==> src/rtl/pll_dyn_ctrl.sv <==
// pll_dyn_ctrl: runtime divider/phase reconfiguration and lock supervision for the capture rPLL.
// Optional build macro PLL_AUTO_RETRY_EN: retry PLL_RST up to MAX_RETRY times after a lock timeout.
module pll_dyn_ctrl #(
  parameter logic [5:0] DEF_IDSEL     = 6'd63,
  parameter logic [5:0] DEF_FBDSEL    = 6'd61,
  parameter logic [5:0] DEF_ODSEL     = 6'd62,
  parameter logic [3:0] DEF_PSDA      = 4'd4,
  parameter logic [3:0] DEF_DUTYDA    = 4'd8,
  parameter int         RST_CYCLES    = 16,
  parameter int         SETTLE_CYCLES = 1024,
  parameter int         LOCK_TIMEOUT  = 65536,
  parameter int         MAX_RETRY     = 3,
  parameter int         SYNC_STAGES   = 2
) (
  input  logic       clkin,
  input  logic       rst_n,
  input  logic       cfg_valid,
  output logic       cfg_ready,
  input  logic [5:0] cfg_idsel,
  input  logic [5:0] cfg_fbdsel,
  input  logic [5:0] cfg_odsel,
  input  logic [3:0] cfg_psda,
  input  logic [3:0] cfg_dutyda,
  input  logic       pll_lock,
  output logic       pll_reset,
  output logic       pll_reset_p,
  output logic [5:0] idsel,
  output logic [5:0] fbdsel,
  output logic [5:0] odsel,
  output logic [3:0] psda,
  output logic [3:0] dutyda,
  output logic       locked,
  output logic       busy,
  output logic       err_timeout,
  output logic [7:0] relock_cnt
);

  localparam int RCW = $clog2(RST_CYCLES + 1);
  localparam int SCW = $clog2(SETTLE_CYCLES + 1);
  localparam int TCW = $clog2(LOCK_TIMEOUT + 1);
  localparam logic [RCW-1:0] RST_LAST    = RCW'(RST_CYCLES - 1);
  localparam logic [SCW-1:0] SETTLE_LAST = SCW'(SETTLE_CYCLES - 1);
  localparam logic [TCW-1:0] TMO_LAST    = TCW'(LOCK_TIMEOUT - 1);

  typedef enum logic [2:0] {
    PLL_RST   = 3'd0,
    PHASE_RST = 3'd1,
    WAIT_LOCK = 3'd2,
    LOCKED    = 3'd3,
    ERR       = 3'd4
  } state_t;

  state_t               state_q;
  logic [SYNC_STAGES-1:0] sync_q;
  logic [RCW-1:0]       rst_cnt_q;
  logic [SCW-1:0]       settle_q;
  logic [TCW-1:0]       tmo_q;
  logic                 lost_q;
  logic [5:0]           idsel_q, fbdsel_q, odsel_q;
  logic [3:0]           psda_q, dutyda_q;
  logic                 pll_reset_q, pll_reset_p_q;
  logic                 locked_q, busy_q, cfg_ready_q, err_q;
  logic [7:0]           relock_q;

  logic lock_s, cfg_fire, div_chg, ph_chg, loss, settle_hit, tmo_hit, retry_ok;

  // Only the last synchroniser stage is ever observed by the FSM.
  always_ff @(posedge clkin or negedge rst_n) begin
    if (!rst_n) begin
      sync_q <= '0;
    end else begin
      sync_q <= {sync_q[SYNC_STAGES-2:0], pll_lock};
    end
  end

  assign lock_s     = sync_q[SYNC_STAGES-1];
  assign cfg_fire   = cfg_valid & cfg_ready_q;
  assign div_chg    = {cfg_idsel, cfg_fbdsel, cfg_odsel} != {idsel_q, fbdsel_q, odsel_q};
  assign ph_chg     = {cfg_psda, cfg_dutyda} != {psda_q, dutyda_q};
  assign loss       = (state_q == LOCKED) & ~lock_s & lost_q;
  assign settle_hit = lock_s & (settle_q >= SETTLE_LAST);
  assign tmo_hit    = (tmo_q >= TMO_LAST) & ~settle_hit;

`ifdef PLL_AUTO_RETRY_EN
  localparam int RTW = (MAX_RETRY > 0) ? $clog2(MAX_RETRY + 1) : 1;
  localparam logic [RTW-1:0] RETRY_MAX = RTW'(MAX_RETRY);
  logic [RTW-1:0] retry_q;

  assign retry_ok = (retry_q < RETRY_MAX);

  always_ff @(posedge clkin or negedge rst_n) begin
    if (!rst_n) begin
      retry_q <= '0;
    end else if (cfg_fire) begin
      retry_q <= '0;
    end else if ((state_q == WAIT_LOCK) && tmo_hit && retry_ok) begin
      retry_q <= retry_q + RTW'(1);
    end
  end
`else
  assign retry_ok = 1'b0;
`endif

  always_ff @(posedge clkin or negedge rst_n) begin
    if (!rst_n) begin
      state_q       <= PLL_RST;
      rst_cnt_q     <= '0;
      settle_q      <= '0;
      tmo_q         <= '0;
      lost_q        <= 1'b0;
      idsel_q       <= DEF_IDSEL;
      fbdsel_q      <= DEF_FBDSEL;
      odsel_q       <= DEF_ODSEL;
      psda_q        <= DEF_PSDA;
      dutyda_q      <= DEF_DUTYDA;
      pll_reset_q   <= 1'b1;
      pll_reset_p_q <= 1'b0;
      locked_q      <= 1'b0;
      busy_q        <= 1'b1;
      cfg_ready_q   <= 1'b0;
      err_q         <= 1'b0;
      relock_q      <= 8'd0;
    end else begin
      case (state_q)
        PLL_RST, PHASE_RST: begin
          settle_q <= '0;
          tmo_q    <= '0;
          if (rst_cnt_q >= RST_LAST) begin
            rst_cnt_q     <= '0;
            state_q       <= WAIT_LOCK;
            pll_reset_q   <= 1'b0;
            pll_reset_p_q <= 1'b0;
          end else begin
            rst_cnt_q <= rst_cnt_q + RCW'(1);
          end
        end

        WAIT_LOCK: begin
          lost_q   <= 1'b0;
          tmo_q    <= tmo_q + TCW'(1);
          settle_q <= lock_s ? settle_q + SCW'(1) : '0;
          if (settle_hit) begin
            state_q     <= LOCKED;
            locked_q    <= 1'b1;
            busy_q      <= 1'b0;
            cfg_ready_q <= 1'b1;
          end else if (tmo_hit) begin
            err_q       <= 1'b1;
            pll_reset_q <= 1'b1;
            if (retry_ok) begin
              state_q <= PLL_RST;
            end else begin
              state_q     <= ERR;
              busy_q      <= 1'b0;
              cfg_ready_q <= 1'b1;
            end
          end
        end

        LOCKED: begin
          lost_q <= ~lock_s;
          if (loss && (relock_q != 8'hFF)) begin
            relock_q <= relock_q + 8'd1;
          end
          if (cfg_fire) begin
            err_q <= 1'b0;
          end
          // A lock loss forces the full reset path even when the cfg only touches phase/duty.
          if (loss || (cfg_fire && div_chg)) begin
            if (cfg_fire) begin
              idsel_q  <= cfg_idsel;
              fbdsel_q <= cfg_fbdsel;
              odsel_q  <= cfg_odsel;
              psda_q   <= cfg_psda;
              dutyda_q <= cfg_dutyda;
            end
            state_q     <= PLL_RST;
            pll_reset_q <= 1'b1;
            locked_q    <= 1'b0;
            busy_q      <= 1'b1;
            cfg_ready_q <= 1'b0;
          end else if (cfg_fire && ph_chg) begin
            psda_q        <= cfg_psda;
            dutyda_q      <= cfg_dutyda;
            state_q       <= PHASE_RST;
            pll_reset_p_q <= 1'b1;
            locked_q      <= 1'b0;
            busy_q        <= 1'b1;
            cfg_ready_q   <= 1'b0;
          end else begin
            cfg_ready_q <= ~cfg_fire;
          end
        end

        ERR: begin
          if (cfg_fire) begin
            idsel_q     <= cfg_idsel;
            fbdsel_q    <= cfg_fbdsel;
            odsel_q     <= cfg_odsel;
            psda_q      <= cfg_psda;
            dutyda_q    <= cfg_dutyda;
            err_q       <= 1'b0;
            state_q     <= PLL_RST;
            busy_q      <= 1'b1;
            cfg_ready_q <= 1'b0;
          end
        end

        default: begin
          state_q     <= PLL_RST;
          rst_cnt_q   <= '0;
          pll_reset_q <= 1'b1;
          locked_q    <= 1'b0;
          busy_q      <= 1'b1;
          cfg_ready_q <= 1'b0;
        end
      endcase
    end
  end

  assign cfg_ready   = cfg_ready_q;
  assign pll_reset   = pll_reset_q;
  assign pll_reset_p = pll_reset_p_q;
  assign idsel       = idsel_q;
  assign fbdsel      = fbdsel_q;
  assign odsel       = odsel_q;
  assign psda        = psda_q;
  assign dutyda      = dutyda_q;
  assign locked      = locked_q;
  assign busy        = busy_q;
  assign err_timeout = err_q;
  assign relock_cnt  = relock_q;

endmodule

==> config.mk <==
export PLATFORM = sky130hd
export DESIGN_NAME = pll_dyn_ctrl
export DESIGN_NICKNAME = d
export VERILOG_FILES = /design/src/rtl/pll_dyn_ctrl.sv
export SDC_FILE = /design/constraint.sdc
export NUM_CORES = 1
export LEC_CHECK = 0
export ABC_AREA = 0
export ABC_CLOCK_PERIOD_IN_PS = 3200
export CELL_PAD_IN_SITES_DETAIL_PLACEMENT = 1
export CELL_PAD_IN_SITES_GLOBAL_PLACEMENT = 1
export CORE_MARGIN = 2
export CORE_UTILIZATION = 43
export CTS_BUF_LIST = sky130_fd_sc_hd__clkbuf_4 sky130_fd_sc_hd__clkbuf_8
export DETAILED_ROUTE_END_ITERATION = 16
export GPL_TIMING_DRIVEN = 0
export HOLD_SLACK_MARGIN = 0.15
export PLACE_DENSITY_LB_ADDON = 0.1
export SYNTH_ARGS = -nofsm -noshare
export SYNTH_HDL_FRONTEND = slang
export SYNTH_SLANG_ARGS = --single-unit
==> constraint.sdc <==
create_clock -name clkin -period 3.2 [get_ports clkin]
set_input_delay 0.64 -clock clkin [delete_from_list [all_inputs] [get_ports clkin]]
set_output_delay 0.64 -clock clkin [all_outputs]
set_load 0.05 [all_outputs]
==> out/qor.csv, run 1 <==
metric,value,unit
fill count,947,
WP data required,3.43,ns
post-layout total power,2.001,mW
layout cells sized above 1,15.97,%
# port buffers,69,
DPL Wire Length,7189,um
cell area after synthesis,3953,um2
Die ar.,9975,um2
Crit Path Max Fanout,5,
CP arrival,3.20,ns
initial core utilization,44.88,%
detailed-routing iteration count for the pre-antenna-repair pass,4,
Yosys Warn Count,0,
worst setup slack before clock tree synthesis,-0.2617,ns
final worst slack,0.2299,ns
cell area power density,394.8,nW/um2
most frequently used flop master after synthesis,sky130_fd_sc_hd__dfrtp_1,
area of the multi-input gates,1892,um2
Final Hold Slack,0.2546,ns
detail-routed via count per cell,5.481,
clock tree from TritonCTS,done,
number of primary I/O pins,70,
aggregate global-route resource usage,20.47,%
slew at the pin closest to its max-slew limit,1.080,ns
first-pass GRT wire length,16180,um
crit end category,flip-flop,
"commonest non-fill, non-tap cell in the layout",sky130_fd_sc_hd__clkdlybuf4s50_1,
clock sink total,79,
Routed WL per cell,17.31,um
total of hold buffers inserted after clock tree synthesis,0,
gpl congestion,0.7518,
root cell of the clock tree,sky130_fd_sc_hd__clkbuf_8,
die height,99.88,um
number of diodes added for antenna fixing,0,
R2R depth,11,
number of vias in the routed layout,3097,
register bit count reported by yosys,79,
Final ANT Viol Nets,0,
routed wire length,9779,um
relative slew slack,27.83,%
number of antenna violations at the first check in global routing,0,
count of endpoints failing hold in the final timing report,0,
"Reg clk slew, reported paths",0.08,ns
# setup viols final,0,
"buffers from clock root to sink, at most",2,
DRC violations left,0,
number of global-route vias before repair,3261,
"Remaining Overflow, GRT",0,
ys async rst share,100.0,%
register area,2002,um2
RSZ-0062 raised after global routing,no,
leakage power summed over all cells,2.153,nW
Synth Instances,371,
kind of start point of the critical path,flip-flop,
final cycle utilization of the critical path,92.82,%
share of synthesized area occupied by flip-flops and latches,50.65,%
post-synthesis net count,407,
maximum clock skew at final layout,0.01230,ns
total number of placement rows,34,
synthesized area divided by synthesized cell count,10.65,um2
Inserted Clock Buffers,9,
htree depth,3,
highest ir drop seen on vdd,251.3,uV
peak clock frequency supported by timing,336.7,MHz
summed negative setup slack over all endpoints,0,ns
highest-count cells in the layout ignoring fill and taps,"sky130_fd_sc_hd__clkdlybuf4s50_1, sky130_fd_sc_hd__nand2_1, sky130_fd_sc_hd__dfrtp_1, sky130_fd_sc_hd__o21ai_0, sky130_fd_sc_hd__xnor2_1",
clock latency at the later pin of the worst-skew pair,0.35,ns
library cells used by synthesis,46,
x dimension of the die,99.88,um
largest net degree at the start of global routing,45,
hold crit path type,in2async,
Layout Nets,488,
Max-cap violations,0,
Post-synth EDFFs,0,
area added between synthesis and finish,28.24,%
final worst path period need,2.970,ns
Iter 0 DRT Violations,70,
utilization of the core after routing,57.56,%
status,"complete, no violations",
classification of the worst setup path,reg2reg,
total core area,8806,um2
final max-slew violation count,0,
==> through the flow <==
stage	std cells	area, um2
after global routing	565	5069
final	565	5069
after detailed placement	549	4803
after CTS	565	5056
after global placement	548	4778
after floorplan	371	3953
==> layout make-up <==
type	count	area share (%)
flip-flops and latches	79	39.50
multi-input cells	277	37.32
repair buffers	70	14.12
well taps	108	2.666
clock buffers	10	2.592
clock inverters	6	2.271
plain buffers	10	1.160
inverters	5	0.3703
==> worst max-delay path: stages (launching register included) <==
cell	delay, ns
sky130_fd_sc_hd__dfrtp_1	0.42
sky130_fd_sc_hd__ha_1	0.24
sky130_fd_sc_hd__and3_1	0.20
sky130_fd_sc_hd__and3_1	0.23
sky130_fd_sc_hd__and4_1	0.25
sky130_fd_sc_hd__nand2_1	0.08
sky130_fd_sc_hd__nor2_1	0.04
sky130_fd_sc_hd__ha_1	0.21
sky130_fd_sc_hd__a2111oi_4	0.45
sky130_fd_sc_hd__nand2_1	0.19
sky130_fd_sc_hd__nand4_1	0.19
sky130_fd_sc_hd__mux2_2	0.36
==> registers in the layout, summed over array words and instances (netlist names), 2 cells and up <==
signal and cells:
odsel 6, state_q 3, sync_q 2, dutyda 4, fbdsel 6, settle_q 11, tmo_q 17, psda 4
relock_cnt 8, rst_cnt_q 5, idsel 6
==> synthesized netlist by cell type (2+ instances only) <==
cell / instances / area [um2]
sky130_fd_sc_hd__a21o_1: 2 / 15.01
sky130_fd_sc_hd__a21oi_1: 11 / 55.05
sky130_fd_sc_hd__a22o_1: 4 / 35.03
sky130_fd_sc_hd__a31oi_1: 4 / 25.02
sky130_fd_sc_hd__and2_1: 2 / 12.51
sky130_fd_sc_hd__and3_1: 10 / 62.56
sky130_fd_sc_hd__and4_1: 2 / 17.52
sky130_fd_sc_hd__clkbuf_1: 7 / 26.28
sky130_fd_sc_hd__dfrtp_1: 59 / 1476
sky130_fd_sc_hd__dfstp_2: 20 / 525.5
sky130_fd_sc_hd__ha_1: 6 / 75.07
sky130_fd_sc_hd__inv_1: 5 / 18.77
sky130_fd_sc_hd__mux2_1: 5 / 56.30
sky130_fd_sc_hd__mux2_2: 15 / 168.9
sky130_fd_sc_hd__mux2_4: 10 / 150.1
sky130_fd_sc_hd__mux2i_1: 7 / 70.07
sky130_fd_sc_hd__nand2_1: 60 / 225.2
sky130_fd_sc_hd__nand2b_1: 4 / 25.02
sky130_fd_sc_hd__nand3_1: 10 / 50.05
sky130_fd_sc_hd__nand4_1: 15 / 93.84
sky130_fd_sc_hd__nor2_1: 18 / 67.56
sky130_fd_sc_hd__nor3_1: 5 / 25.02
sky130_fd_sc_hd__o211ai_1: 2 / 15.01
sky130_fd_sc_hd__o21ai_0: 30 / 150.1
sky130_fd_sc_hd__o22ai_1: 2 / 12.51
sky130_fd_sc_hd__o31ai_1: 5 / 37.54
sky130_fd_sc_hd__xnor2_1: 29 / 254.0
sky130_fd_sc_hd__xor2_1: 4 / 35.03
==> power breakdown <==
group | switching, mW | internal [mW]
clock network | 0.381 | 0.533
registers | 0.000847 | 1.00
logic | 0.0395 | 0.0464
total | 0.422 | 1.58
==> timing repair <==
action / 4_1_cts / 5_1_grt
gates resized for setup: 2 / 1
endpoints found under the setup margin: 3 / 2
buffers inserted: 0 / 0
pin swaps: 0 / 0
endpoints found under the hold margin: 0 / 0
==> cell families after synthesis <==
group                    Yosys count  synth area share (%)
buffers and inverters             15                 1.963
XOR/XNOR                          33                 7.312
multiplexers                      37                 11.27
flip-flops                        79                 50.65
AO/OA/AOI/OAI                     65                 9.939
AND/OR/NAND/NOR                  136                 16.97
adder cells (fa/ha/maj)            6                 1.899
==> worst paths after layout <==
kind	to	slack (ns)	startpoint
worst max-delay path	state_q[1]$_DFFE_PN0P_	0.23	tmo_q[0]$_DFFE_PN0P_
worst min register to register	sync_q[1]$_DFF_PN0_	0.37	sync_q[0]$_DFF_PN0_
worst min-delay path	tmo_q[10]$_DFFE_PN0P_	0.25	rst_n
min in group clkin	sync_q[1]$_DFF_PN0_	0.37	sync_q[0]$_DFF_PN0_
max in group asynchronous	odsel[3]$_DFFE_PN1P_	2.29	rst_n
worst max register to register	state_q[1]$_DFFE_PN0P_	0.23	tmo_q[0]$_DFFE_PN0P_
==> per-layer routing <==
metal | vias to the layer above | part of all wire, % | GRT usage [%] | routed length [um]
met3 | 13 | 3.1 | 3.969 | 305
met5 | - | 0 | 0 | 0
li1 | 1487 | - | - | -
met2 | 46 | 51 | 35.29 | 5013
met1 | 1551 | 44 | 26.07 | 4306
met4 | 0 | 1.6 | 6.533 | 153
(Power assumes the default switching activity.)
==> run 2, diff against run 1 <==
- CAP_MARGIN: not set -> 25
- SKIP_CTS_REPAIR_TIMING: not set -> 1
==> run 2 against run 1 <==
Cell count grew 0.18%. Critical path depth is the same. Register-to-register slack gained 0.05 ns. Critical endpoint unchanged.
==> out/qor.csv, run 2 (synthesis results as in run 1) <==
metric,value,unit
crit end category,flip-flop,
CP arrival,3.15,ns
Die ar.,9975,um2
detailed-routing iteration count for the pre-antenna-repair pass,4,
"Remaining Overflow, GRT",0,
final max-slew violation count,0,
DPL Wire Length,7189,um
layout cells sized above 1,16.16,%
Final ANT Viol Nets,0,
htree depth,3,
clock latency at the later pin of the worst-skew pair,0.35,ns
x dimension of the die,99.88,um
root cell of the clock tree,sky130_fd_sc_hd__clkbuf_8,
status,"complete, no violations",
clock sink total,79,
leakage power summed over all cells,2.158,nW
number of antenna violations at the first check in global routing,0,
number of global-route vias before repair,3258,
crit path max-delay cell type,sky130_fd_sc_hd__dfrtp_1,
Max-cap violations,0,
total number of placement rows,34,
DRC violations left,0,
first-pass GRT wire length,16150,um
final worst path period need,2.921,ns
WP data required,3.43,ns
number of vias in the routed layout,3110,
Routed WL per cell,17.25,um
routed wire length,9762,um
number of flip-flops in the largest register,17,
worst stage delay on the critical path,0.42,ns
summed negative setup slack over all endpoints,0,ns
detail-routed via count per cell,5.495,
peak clock frequency supported by timing,342.3,MHz
Inserted Clock Buffers,9,
slew at the pin closest to its max-slew limit,0.8684,ns
classification of the worst setup path,reg2reg,
maximum clock skew at final layout,0.01231,ns
# setup viols final,0,
# port buffers,69,
aggregate global-route resource usage,20.44,%
count of endpoints failing hold in the final timing report,0,
kind of start point of the critical path,flip-flop,
number of diodes added for antenna fixing,0,
die height,99.88,um
Layout Nets,489,
fill count,952,
cell area power density,394.5,nW/um2
"buffers from clock root to sink, at most",2,
gpl congestion,0.7518,
"commonest non-fill, non-tap cell in the layout",sky130_fd_sc_hd__clkdlybuf4s50_1,
relative slew slack,41.72,%
final worst slack,0.2786,ns
Crit Path Max Fanout,5,
post-layout total power,2.002,mW
highest ir drop seen on vdd,251.2,uV
worst setup slack before clock tree synthesis,-0.2617,ns
total core area,8806,um2
Top reg by flops,tmo_q,
Iter 0 DRT Violations,74,
number of primary I/O pins,70,
final cycle utilization of the critical path,91.30,%
highest-count cells in the layout ignoring fill and taps,"sky130_fd_sc_hd__clkdlybuf4s50_1, sky130_fd_sc_hd__nand2_1, sky130_fd_sc_hd__dfrtp_1, sky130_fd_sc_hd__o21ai_0, sky130_fd_sc_hd__xnor2_1",
RSZ-0062 raised after global routing,no,
critical-path cell list,"ha_1, and3_1, and3_1, and4_1, nand2_1, nor2_1, ha_1, a2111oi_4, nand2_1, nand4_1, mux2_2",
area added between synthesis and finish,28.36,%
hold crit path type,in2async,
initial core utilization,44.88,%
"Reg clk slew, reported paths",0.08,ns
largest net degree at the start of global routing,45,
clock tree from TritonCTS,done,
## run 2: cell types whose count changed in the layout (fill, tap and decap cells not counted), sizes merged
cell | previous run | this run
clkbuf | 17 | 18
## run 2: routing by layer
layer	track usage [%]	up-vias	wire length, um
met5	0	-	0
met4	6.533	0	153
met3	3.969	13	301
met2	35.29	44	4946
met1	25.98	1565	4361
li1	-	1488	-
## run 2: power by group
group / internal (mW) / switching (mW)
clock network: 0.533 / 0.382
registers: 1.00 / 0.000845
logic: 0.0464 / 0.0396
total: 1.58 / 0.422
## run 2: final timing paths
| kind | cells past startpoint | slack (ns) | endpoint | from |
|---|---|---|---|---|
| max | 11 | 0.28 | state_q[1]$_DFFE_PN0P_ | tmo_q[0]$_DFFE_PN0P_ |
| min | 1 | 0.26 | tmo_q[6]$_DFFE_PN0P_ | rst_n |
| max reg2reg | 11 | 0.28 | state_q[1]$_DFFE_PN0P_ | tmo_q[0]$_DFFE_PN0P_ |
| min reg2reg | 0 | 0.37 | sync_q[1]$_DFF_PN0_ | sync_q[0]$_DFF_PN0_ |
| max in group asynchronous | 2 | 2.29 | odsel[3]$_DFFE_PN1P_ | rst_n |
| min in group clkin | 0 | 0.37 | sync_q[1]$_DFF_PN0_ | sync_q[0]$_DFF_PN0_ |
## run 2: worst max-delay path, delay by kind of cell (launching register included)
kind,cells,cell delay [ns]
mux,1,0.36
flops,1,0.42
simple gates,7,1.19
compound gates,1,0.41
fa+ha+maj,2,0.44
## run 2: final cells by class
cell class	instances	area, um2	share of cell area (%)
clock inverter	6	115.1	2.269
multi-input combinational	277	1892	37.29
clock buffer	10	131.4	2.589
timing repair buffer	71	720.7	14.20
tap	108	135.1	2.663
sequential	79	2002	39.46
buffer	10	58.81	1.159
inverter	5	18.77	0.3699
## run 2: per-stage QoR
step / area, um2 / utilization (%) / hold WS (ns) / cells
finish: 5074 / 57.62 / 0.2557 / 566
global route: 5074 / 57.62 / 0.2760 / 566
CTS: 5050 / 57.35 / 0.2621 / 565
detailed placement: 4803 / 54.55 / 0.3424 / 549
global placement: 4778 / 54.26 / 0.3353 / 548
floorplan: 3953 / - / 0.3312 / 371
